===== src/rtl/lea_pkg.sv =====
// -----------------------------------------------------------------------------
// lea_pkg
// Shared constants and helpers for the LEA block cipher datapath.
//   LEA_DELTA0..LEA_DELTA7 : the eight 32-bit key-schedule constants
//   LEA_DELTA              : the same constants as an 8-entry packed array,
//                            entry j holding LEA_DELTAj
//   rol32(x, n)            : 32-bit rotate left by n (0..31)
// -----------------------------------------------------------------------------
package lea_pkg;

    localparam int LEA_WORD_W = 32;
    localparam int LEA_NUM_DELTA = 8;

    localparam logic [31:0] LEA_DELTA0 = 32'hC3EF_E9DB;
    localparam logic [31:0] LEA_DELTA1 = 32'h4462_6B02;
    localparam logic [31:0] LEA_DELTA2 = 32'h79E2_7C8A;
    localparam logic [31:0] LEA_DELTA3 = 32'h78DF_30EC;
    localparam logic [31:0] LEA_DELTA4 = 32'h715E_A49E;
    localparam logic [31:0] LEA_DELTA5 = 32'hC785_DA0A;
    localparam logic [31:0] LEA_DELTA6 = 32'hE04E_F22A;
    localparam logic [31:0] LEA_DELTA7 = 32'hE5C4_0957;

    // Packed so that LEA_DELTA[j] selects LEA_DELTAj directly.
    localparam logic [LEA_NUM_DELTA-1:0][31:0] LEA_DELTA = {
        LEA_DELTA7, LEA_DELTA6, LEA_DELTA5, LEA_DELTA4,
        LEA_DELTA3, LEA_DELTA2, LEA_DELTA1, LEA_DELTA0
    };

    // Rotate by shifting a doubled copy: the upper half of {x,x} << n is
    // exactly ROL_n(x), with no special case for n == 0.
    function automatic logic [31:0] rol32(input logic [31:0] x, input logic [4:0] n);
        logic [63:0] w_dbl;
        w_dbl = {x, x} << n;
        return w_dbl[63:32];
    endfunction

endpackage


===== src/rtl/lea_rot_reg.sv =====
// -----------------------------------------------------------------------------
// lea_rot_reg
// One 32-bit free-running rotate register. Asynchronously loads INIT while
// rst_n is low; rotates left by one bit on every rising clk edge otherwise,
// so after k edges q == ROL_(k mod 32)(INIT).
//   clk   : in  system clock
//   rst_n : in  asynchronous active-low reset
//   q     : out register contents (driven straight from the flop)
// -----------------------------------------------------------------------------
module lea_rot_reg
    import lea_pkg::*;
#(
    parameter logic [31:0] INIT = 32'h0000_0000
) (
    input  logic        clk,
    input  logic        rst_n,
    output logic [31:0] q
);

    logic [31:0] r_q;

    // NOTE: state registers use non-blocking assignments so every rotate
    // register in the array samples its old value on the same edge.
    always_ff @(posedge clk or negedge rst_n) begin
        if (!rst_n) begin
            r_q <= INIT;
        end else begin
            r_q <= rol32(r_q, 5'd1);
        end
    end

    assign q = r_q;

endmodule


===== src/rtl/lea_key_constant.sv =====
// -----------------------------------------------------------------------------
// lea_key_constant
// Supplies the eight LEA key-schedule constants, each already rotated for the
// current round, so the key-schedule datapath (one round per clock) reads
// ROL_i(delta) without a barrel shifter. Free-running from reset release; the
// pattern repeats every 32 edges.
//   clk    : in  system clock
//   rst_n  : in  asynchronous active-low reset (loads the unrotated deltas)
//   E0..E7 : out ROL_n(deltaj), n = clock edges since reset release (mod 32)
// -----------------------------------------------------------------------------
module lea_key_constant
    import lea_pkg::*;
#(
    // Fixed by the LEA standard; the rotate registers are 32 bits wide.
    parameter int WIDTH = 32
) (
    input  logic             clk,
    input  logic             rst_n,
    output logic [WIDTH-1:0] E0,
    output logic [WIDTH-1:0] E1,
    output logic [WIDTH-1:0] E2,
    output logic [WIDTH-1:0] E3,
    output logic [WIDTH-1:0] E4,
    output logic [WIDTH-1:0] E5,
    output logic [WIDTH-1:0] E6,
    output logic [WIDTH-1:0] E7
);

    logic [LEA_NUM_DELTA-1:0][WIDTH-1:0] w_e;

    for (genvar g = 0; g < LEA_NUM_DELTA; g++) begin : g_rot
        lea_rot_reg #(
            .INIT (LEA_DELTA[g])
        ) u_rot_reg (
            .clk   (clk),
            .rst_n (rst_n),
            .q     (w_e[g])
        );
    end

    // Pure wiring: each port is the flop output of its rotate register.
    assign E0 = w_e[0];
    assign E1 = w_e[1];
    assign E2 = w_e[2];
    assign E3 = w_e[3];
    assign E4 = w_e[4];
    assign E5 = w_e[5];
    assign E6 = w_e[6];
    assign E7 = w_e[7];

endmodule


===== config.mk =====
export PLATFORM = sky130hd
export DESIGN_NAME = lea_key_constant
export DESIGN_NICKNAME = d
export VERILOG_FILES = /design/src/rtl/lea_pkg.sv /design/src/rtl/lea_rot_reg.sv /design/src/rtl/lea_key_constant.sv
export SDC_FILE = /design/constraint.sdc
export NUM_CORES = 1
export LEC_CHECK = 0
export ABC_AREA = 1
export CAP_MARGIN = 30
export CORE_ASPECT_RATIO = 1.25
export CORE_UTILIZATION = 46
export CTS_CLUSTER_DIAMETER = 120
export DETAILED_ROUTE_END_ITERATION = 10
export PLACE_DENSITY = 0.87
export SLEW_MARGIN = 15
export SYNTH_ARGS = -nofsm -noshare
export SYNTH_HDL_FRONTEND = slang
export SYNTH_SLANG_ARGS = --single-unit

===== constraint.sdc =====
create_clock -name clk -period 1.45 [get_ports clk]
set_input_delay 0.29 -clock clk [delete_from_list [all_inputs] [get_ports clk]]
set_output_delay 0.29 -clock clk [all_outputs]
set_load 0.01 [all_outputs]

==> impl_metrics.env, run 1 <==
export IMPL_report_final_setup_viol=5
export IMPL_path_cells="buf_6"
export IMPL_cp_required_ps=1160
export IMPL_cp_slowest_stage_delay_ps=560
export IMPL_clkSinkCount=256
export IMPL_cts_max_level=1
export IMPL_hold_violations=0
export IMPL_clk_latency_ps=490
export IMPL_antenna_left=0
export IMPL_initial_core_util_pct=47.35
export IMPL_post_place_ws_ps=5.337
export IMPL_fin_ws_ps=-9.742
export IMPL_end_kind="output pin"
export IMPL_yosys_top_cells_count="dfstp_2 (130), dfrtp_1 (126)"
export IMPL_largest_reg_flops=256
export IMPL_crit_type="flop to output pin"
export IMPL_synth_enable_flop_cells=0
export IMPL_drtPass1Iterations=4
export IMPL_r2r_start="g_rot[6].u_rot_reg.q[19]"
export IMPL_yosys_warnings=0
export IMPL_ys_ff_latch=256
export IMPL_path_max_fanout=2
export IMPL_drc=0
export IMPL_portBuffers=257
export IMPL_netlist_area_leader_share_pct=52.00
export IMPL_drive_gt1_share_pct=72.22
export IMPL_dp_cells=698
export IMPL_min_period_over_period_pct=100.7
export IMPL_reg2reg_setup_slack_ps=650
export IMPL_grt_max_degree=44
export IMPL_start_kind="flop"
export IMPL_root_buffer="clkbuf_16"
export IMPL_cts_buffer_depth=3
export IMPL_tightest_slew_ps=362.4
export IMPL_path_delay_family="flip-flops"
export IMPL_die_area_um2=14770
export IMPL_instances_no_fill=805
export IMPL_p_leak_nw=5.313
export IMPL_slowest_stage="dfstp_2"
export IMPL_finalCriticalPeriod_ps=1460
export IMPL_reg2reg_to="g_rot[6].u_rot_reg.q[20]"
export IMPL_grt_pass1_vias=4003
export IMPL_maxCapViolations=0
export IMPL_setup_tns_ps=-22.18
export IMPL_reg2reg_depth=2
export IMPL_cts_buffers_inserted=23
export IMPL_slew_headroom_pct=75.84
export IMPL_overflow=0
export IMPL_post_synth_top_count_cell="dfstp_2"
export IMPL_gp_congestion=0.7680
export IMPL_async_reset_ff_share_pct=100.0
export IMPL_path_clk_slew_ps=70
export IMPL_drtIter0Drc=99
export IMPL_die_w_um=108.9
export IMPL_hp_class="primary input to async pin"
export IMPL_ys_flop_type="dfstp_2"
export IMPL_irDropWorstVdd_uv=1194
export IMPL_synth_area_um2=6569
export IMPL_multi_input_area_um2=0
export IMPL_ys_seq_area_share_pct=100.0
export IMPL_grtUsageTotal_pct=22.92
export IMPL_antenna_found_initial=0
export IMPL_power_per_cell_area_nw_per_um2=1300
export IMPL_die_h_um=135.6
export IMPL_multi_input_comb_cells=0
export IMPL_worstPathArrival_ps=1170
export IMPL_synthTopCellsByArea="dfstp_2 (52%), dfrtp_1 (48%)"
export IMPL_fin_skew_ps=9.378
export IMPL_synthDistinctLibCells=2
export IMPL_syn_avg_cell_area_um2=25.66
export IMPL_hpwl_mm=10.35
export IMPL_drt_wl_total_mm=17.26
export IMPL_outcome="finished, violations left"
export IMPL_syn_num_nets=258
export IMPL_rsz0062_at_grt="true"
export IMPL_drv_slew=0
export IMPL_critPathBufInv=1
export IMPL_yosysTopAreaCell="dfstp_2"
export IMPL_core_area_um2=13870
export IMPL_syn_inst=256
export IMPL_io_pins=258
export IMPL_grt_pass1_wl_mm=24.56
export IMPL_diodes=0
export IMPL_placementRows=48
export IMPL_violations="setup timing"
export IMPL_syn_to_final_growth_pct=60.50
export IMPL_drt_wirelength_per_cell_um=21.44
export IMPL_vias=3692
export IMPL_tritoncts="built"
export IMPL_fin_nets=616
export IMPL_vias_per_cell=4.586
export IMPL_max_freq_mhz=685.1
cells in the final DEF, fill, tap and decap left out, drive strengths merged:
cell type	count
buf	225
bufinv	4
clkbuf	98
dfstp	130
dlygate4sd3	1
dfrtp	126
clkdlybuf4s15	45
clkinv	1
cell families after synthesis:
logic type and synth area share, %:
flops 100.0
report_power, final:
part,internal [mW],switching (mW),total (mW)
Combinational,0.0380,0.140,0.178
Sequential,7.16,0,7.16
Clock,3.85,2.52,6.37
per-layer routing:
metal  vias to the layer above  GRT usage, %  share of wire (%)  wire length (µm)
li1                       1522             -                  -                 -
met1                      1924         28.99                 38              6491
met2                       219         37.88                 51              8860
met3                        27         7.792                9.3              1613
met4                         0         5.931                1.7               293
met5                         -             0                  0                 0
layout make-up:
type | count | area [µm²]
sequential | 256 | 6569
clock buffer | 36 | 664.4
tap | 175 | 219.0
clock inverter | 5 | 125.1
timing repair buffer | 333 | 2965
fill | 727 | 3331
worst max-delay path by stage:
stage,start,to,depth (start not counted)
after floorplan,g_rot[0].u_rot_reg.q[0],E0[0],0
after global placement,g_rot[2].u_rot_reg.q[27],E2[27],1
after detailed placement,g_rot[2].u_rot_reg.q[27],E2[27],1
after CTS,g_rot[2].u_rot_reg.q[27],E2[27],1
after global routing,g_rot[5].u_rot_reg.q[30],E5[30],1
final,g_rot[5].u_rot_reg.q[30],E5[30],1
metrics by stage:
| stage | area (µm²) | hold WS [ps] | power, mW | utilization, % |
|---|---|---|---|---|
| 3_3_place_gp | 9490 | 208.8 | 7.452 | 68.41 |
| 6_report | 10540 | 282.4 | 13.71 | 75.99 |
| 2_1_floorplan | 6569 | -5.591 | 7.280 | - |
| 4_1_cts | 10670 | 280.4 | 13.82 | 76.89 |
| 3_5_place_dp | 9490 | 214.8 | 7.463 | 68.41 |
| 5_1_grt | 10540 | 290.9 | 14.14 | 75.99 |
what timing repair did:
| item | in CTS | in global routing |
|---|---|---|
| gates resized for setup | 933 | 84 |
| setup buffers | 41 | 24 |
| setup endpoints to repair | 256 | 205 |
| hold endpoints to repair | 33 | 0 |
| hold buffers | 1 | 0 |
| gates cloned | 0 | 0 |
Note: power is estimated with default switching activity, not from simulation.
==> run 2, diff against run 1 <==
--- a/config.mk
+++ b/config.mk
@@ -10,6 +10,7 @@
 export CORE_ASPECT_RATIO = 1.25
-export CORE_UTILIZATION = 46
+export CORE_UTILIZATION = 48
+export CTS_BUF_LIST = sky130_fd_sc_hd__clkbuf_4
 export CTS_CLUSTER_DIAMETER = 120
 export DETAILED_ROUTE_END_ITERATION = 10
-export PLACE_DENSITY = 0.87
+export PLACE_DENSITY = 0.9
 export SLEW_MARGIN = 15
--- a/constraint.sdc
+++ b/constraint.sdc
@@ -3,2 +3,2 @@
 set_output_delay 0.29 -clock clk [all_outputs]
-set_load 0.01 [all_outputs]
+set_load 0.05 [all_outputs]
==> impl_metrics.env, run 2 <==
export IMPL_gp_congestion=0.8881
export IMPL_synthTopCellsByArea="dfstp_2 (52%), dfrtp_1 (48%)"
export IMPL_syn_inst=256
export IMPL_synthSimpleGateAreaFrac_pct=0
export IMPL_yosys_warnings=0
export IMPL_outcome="aborted with a tool error"
export IMPL_synthDistinctLibCells=2
export IMPL_die_h_um=132.8
export IMPL_placementRows=47
export IMPL_lastStage="3_5_place_dp"
export IMPL_synth_enable_flop_cells=0
export IMPL_die_w_um=106.6
export IMPL_firstError="Error: detail_place.tcl, 38 bad optional access"
export IMPL_ys_ff_latch=256
export IMPL_synth_xor_area_share_pct=0
export IMPL_synth_adder_area_share_pct=0
export IMPL_syn_num_nets=258
export IMPL_synthMuxAreaShare_pct=0
export IMPL_netlist_area_leader_share_pct=52.00
export IMPL_post_synth_top_count_cell="dfstp_2"
export IMPL_ys_seq_area_share_pct=100.0
export IMPL_syn_avg_cell_area_um2=25.66
export IMPL_ys_flop_type="dfstp_2"
export IMPL_io_pins=258
export IMPL_synth_compound_area_share_pct=0
export IMPL_async_reset_ff_share_pct=100.0
export IMPL_portBuffers=257
export IMPL_yosys_top_cells_count="dfstp_2 (130), dfrtp_1 (126)"
export IMPL_yosysTopAreaCell="dfstp_2"
export IMPL_synth_area_um2=6569
export IMPL_initial_core_util_pct=49.43
==> run 2: cell counts after synthesis <==
Identical to the previous run, type by type.
==> run 2: kinds of logic after synthesis <==
group,after synthesis
flip-flops,256
==> run 2: stage by stage <==
step | hold WS [ps] | std cells
2_1_floorplan | -5.591 | 256
3_3_place_gp | 194.9 | 692
==> run 3, diff against run 2 <==
- CORE_ASPECT_RATIO: 1.25 -> not set
- CORE_UTILIZATION: 48 -> 40
- CTS_BUF_LIST: sky130_fd_sc_hd__clkbuf_4 -> not set
- CTS_CLUSTER_DIAMETER: 120 -> not set
- PLACE_DENSITY: 0.9 -> not set
- PLACE_DENSITY_LB_ADDON: not set -> 0.15
==> impl_metrics.env, run 3 (synthesis gave the netlist of run 1 again) <==
export IMPL_tightest_slew_ps=401.7
export IMPL_grt_max_degree=49
export IMPL_vias_per_cell=4.246
export IMPL_grt_pass1_wl_mm=24.05
export IMPL_design_area_um2=13240
export IMPL_diodes=0
export IMPL_crit_start="g_rot[0].u_rot_reg.q[1]"
export IMPL_cts_buffer_depth=3
export IMPL_reg2reg_depth=2
export IMPL_critPathBufInv=1
export IMPL_max_freq_mhz=647.3
export IMPL_top_usage_layer="met2"
export IMPL_reg2reg_to="g_rot[6].u_rot_reg.q[13]"
export IMPL_maxCapViolations=0
export IMPL_path_clk_slew_ps=70
export IMPL_clk_latency_ps=510
export IMPL_rsz0062_at_grt="true"
export IMPL_drc=0
export IMPL_post_place_ws_ps=451.0
export IMPL_die_w_um=130.2
export IMPL_core_area_um2=15940
export IMPL_drt_wirelength_per_cell_um=20.63
export IMPL_grtUsageMet3_pct=9.143
export IMPL_worstPathArrival_ps=1250
export IMPL_cp_num_cells=1
export IMPL_outcome="finished, violations left"
export IMPL_overflow=0
export IMPL_drv_slew=0
export IMPL_path_max_fanout=2
export IMPL_path_delay_family="flip-flops"
export IMPL_portBuffers=257
export IMPL_placementRows=46
export IMPL_end_kind="output pin"
export IMPL_multi_input_area_um2=0
export IMPL_report_final_setup_viol=130
export IMPL_cts_max_level=1
export IMPL_finalCoreUtilization_pct=83.03
export IMPL_vias=3486
export IMPL_crit_type="flop to output pin"
export IMPL_initial_core_util_pct=41.20
export IMPL_clkSinkCount=256
export IMPL_drtIter0Drc=117
export IMPL_root_buffer="clkbuf_16"
export IMPL_r2r_start="g_rot[6].u_rot_reg.q[12]"
export IMPL_slew_headroom_pct=73.22
export IMPL_largest_reg_flops=256
export IMPL_power_total_mw=13.98
export IMPL_drt_wl_total_mm=16.94
export IMPL_tritoncts="built"
export IMPL_cp_required_ps=1160
export IMPL_irDropWorstVdd_uv=962.5
export IMPL_violations="setup timing"
export IMPL_fin_nets=589
export IMPL_cts_buffers_inserted=25
export IMPL_multi_input_comb_cells=0
export IMPL_grtUsageTotal_pct=19.43
export IMPL_layout_common_cells="buf_12 (260), dfstp_2 (130), dfrtp_1 (125)"
export IMPL_met1_usage_pct=23.21
export IMPL_die_area_um2=16940
export IMPL_fin_skew_ps=12.49
export IMPL_p_leak_nw=5.882
export IMPL_io_pins=258
export IMPL_hold_violations=0
export IMPL_fin_ws_ps=-94.92
export IMPL_drive_gt1_share_pct=78.51
export IMPL_reg2reg_setup_slack_ps=610
export IMPL_syn_to_final_growth_pct=101.5
export IMPL_antenna_left=0
export IMPL_die_h_um=130.2
export IMPL_hp_class="primary input to async pin"
export IMPL_cp_endpoint="E0[1]"
export IMPL_min_period_over_period_pct=106.5
export IMPL_power_per_cell_area_nw_per_um2=1056
export IMPL_finalCriticalPeriod_ps=1545
export IMPL_hpwl_mm=11.21
export IMPL_grtUsageMet2_pct=32.04
export IMPL_path_cells="buf_12"
export IMPL_cp_slowest_stage_delay_ps=590
export IMPL_grt_pass1_vias=3805
export IMPL_gp_congestion=0.7362
export IMPL_placed_cell_area_um2=12080
export IMPL_start_kind="flop"
export IMPL_drtPass1Iterations=3
export IMPL_slowest_stage="dfstp_2"
export IMPL_whs_ps=316.3
export IMPL_final_common_cell="buf_12"
export IMPL_antenna_found_initial=0
[run 3: repair_timing]
action	CTS	global route
resized for setup	1	0
buffers inserted	32	7
endpoints found under the hold margin	33	0
hold buffers	1	0
setup endpoints to repair	131	130
[run 3: layout make-up]
| cell class | instances | area (µm²) |
|---|---|---|
| flip-flops and latches | 256 | 6570 |
| clock buffers | 35 | 723.2 |
| well taps | 216 | 270.3 |
| clock inverters | 10 | 128.9 |
| repair buffers | 304 | 5545 |
| fillers | 677 | 2705 |
[run 3: worst min-delay path by stage]
stage,end,slack (ps)
floorplan,g_rot[0].u_rot_reg.q[10],-6
global placement,g_rot[6].u_rot_reg.q[4],220
finish,g_rot[6].u_rot_reg.q[8],320
global route,g_rot[6].u_rot_reg.q[8],340
detailed placement,g_rot[6].u_rot_reg.q[6],220
CTS,g_rot[6].u_rot_reg.q[8],310
[run 3: stage by stage]
step,std cells,setup TNS [ps]
floorplan,256,0
global placement,736,0
detailed placement,736,0
CTS,814,-8103
global route,821,-9642
finish,821,-5316
[run 3: layer usage]
metal | up-vias | wire (µm)
met3 | 28 | 1911
met4 | 0 | 382
met5 | - | 0
met1 | 1818 | 6038
li1 | 1469 | -
met2 | 171 | 8604
[run 3: power breakdown]
group / switching (mW) / internal, mW
registers: 0 / 7.16
logic: 0.138 / 0.0328
clock network: 2.64 / 4.01
total: 2.78 / 11.2
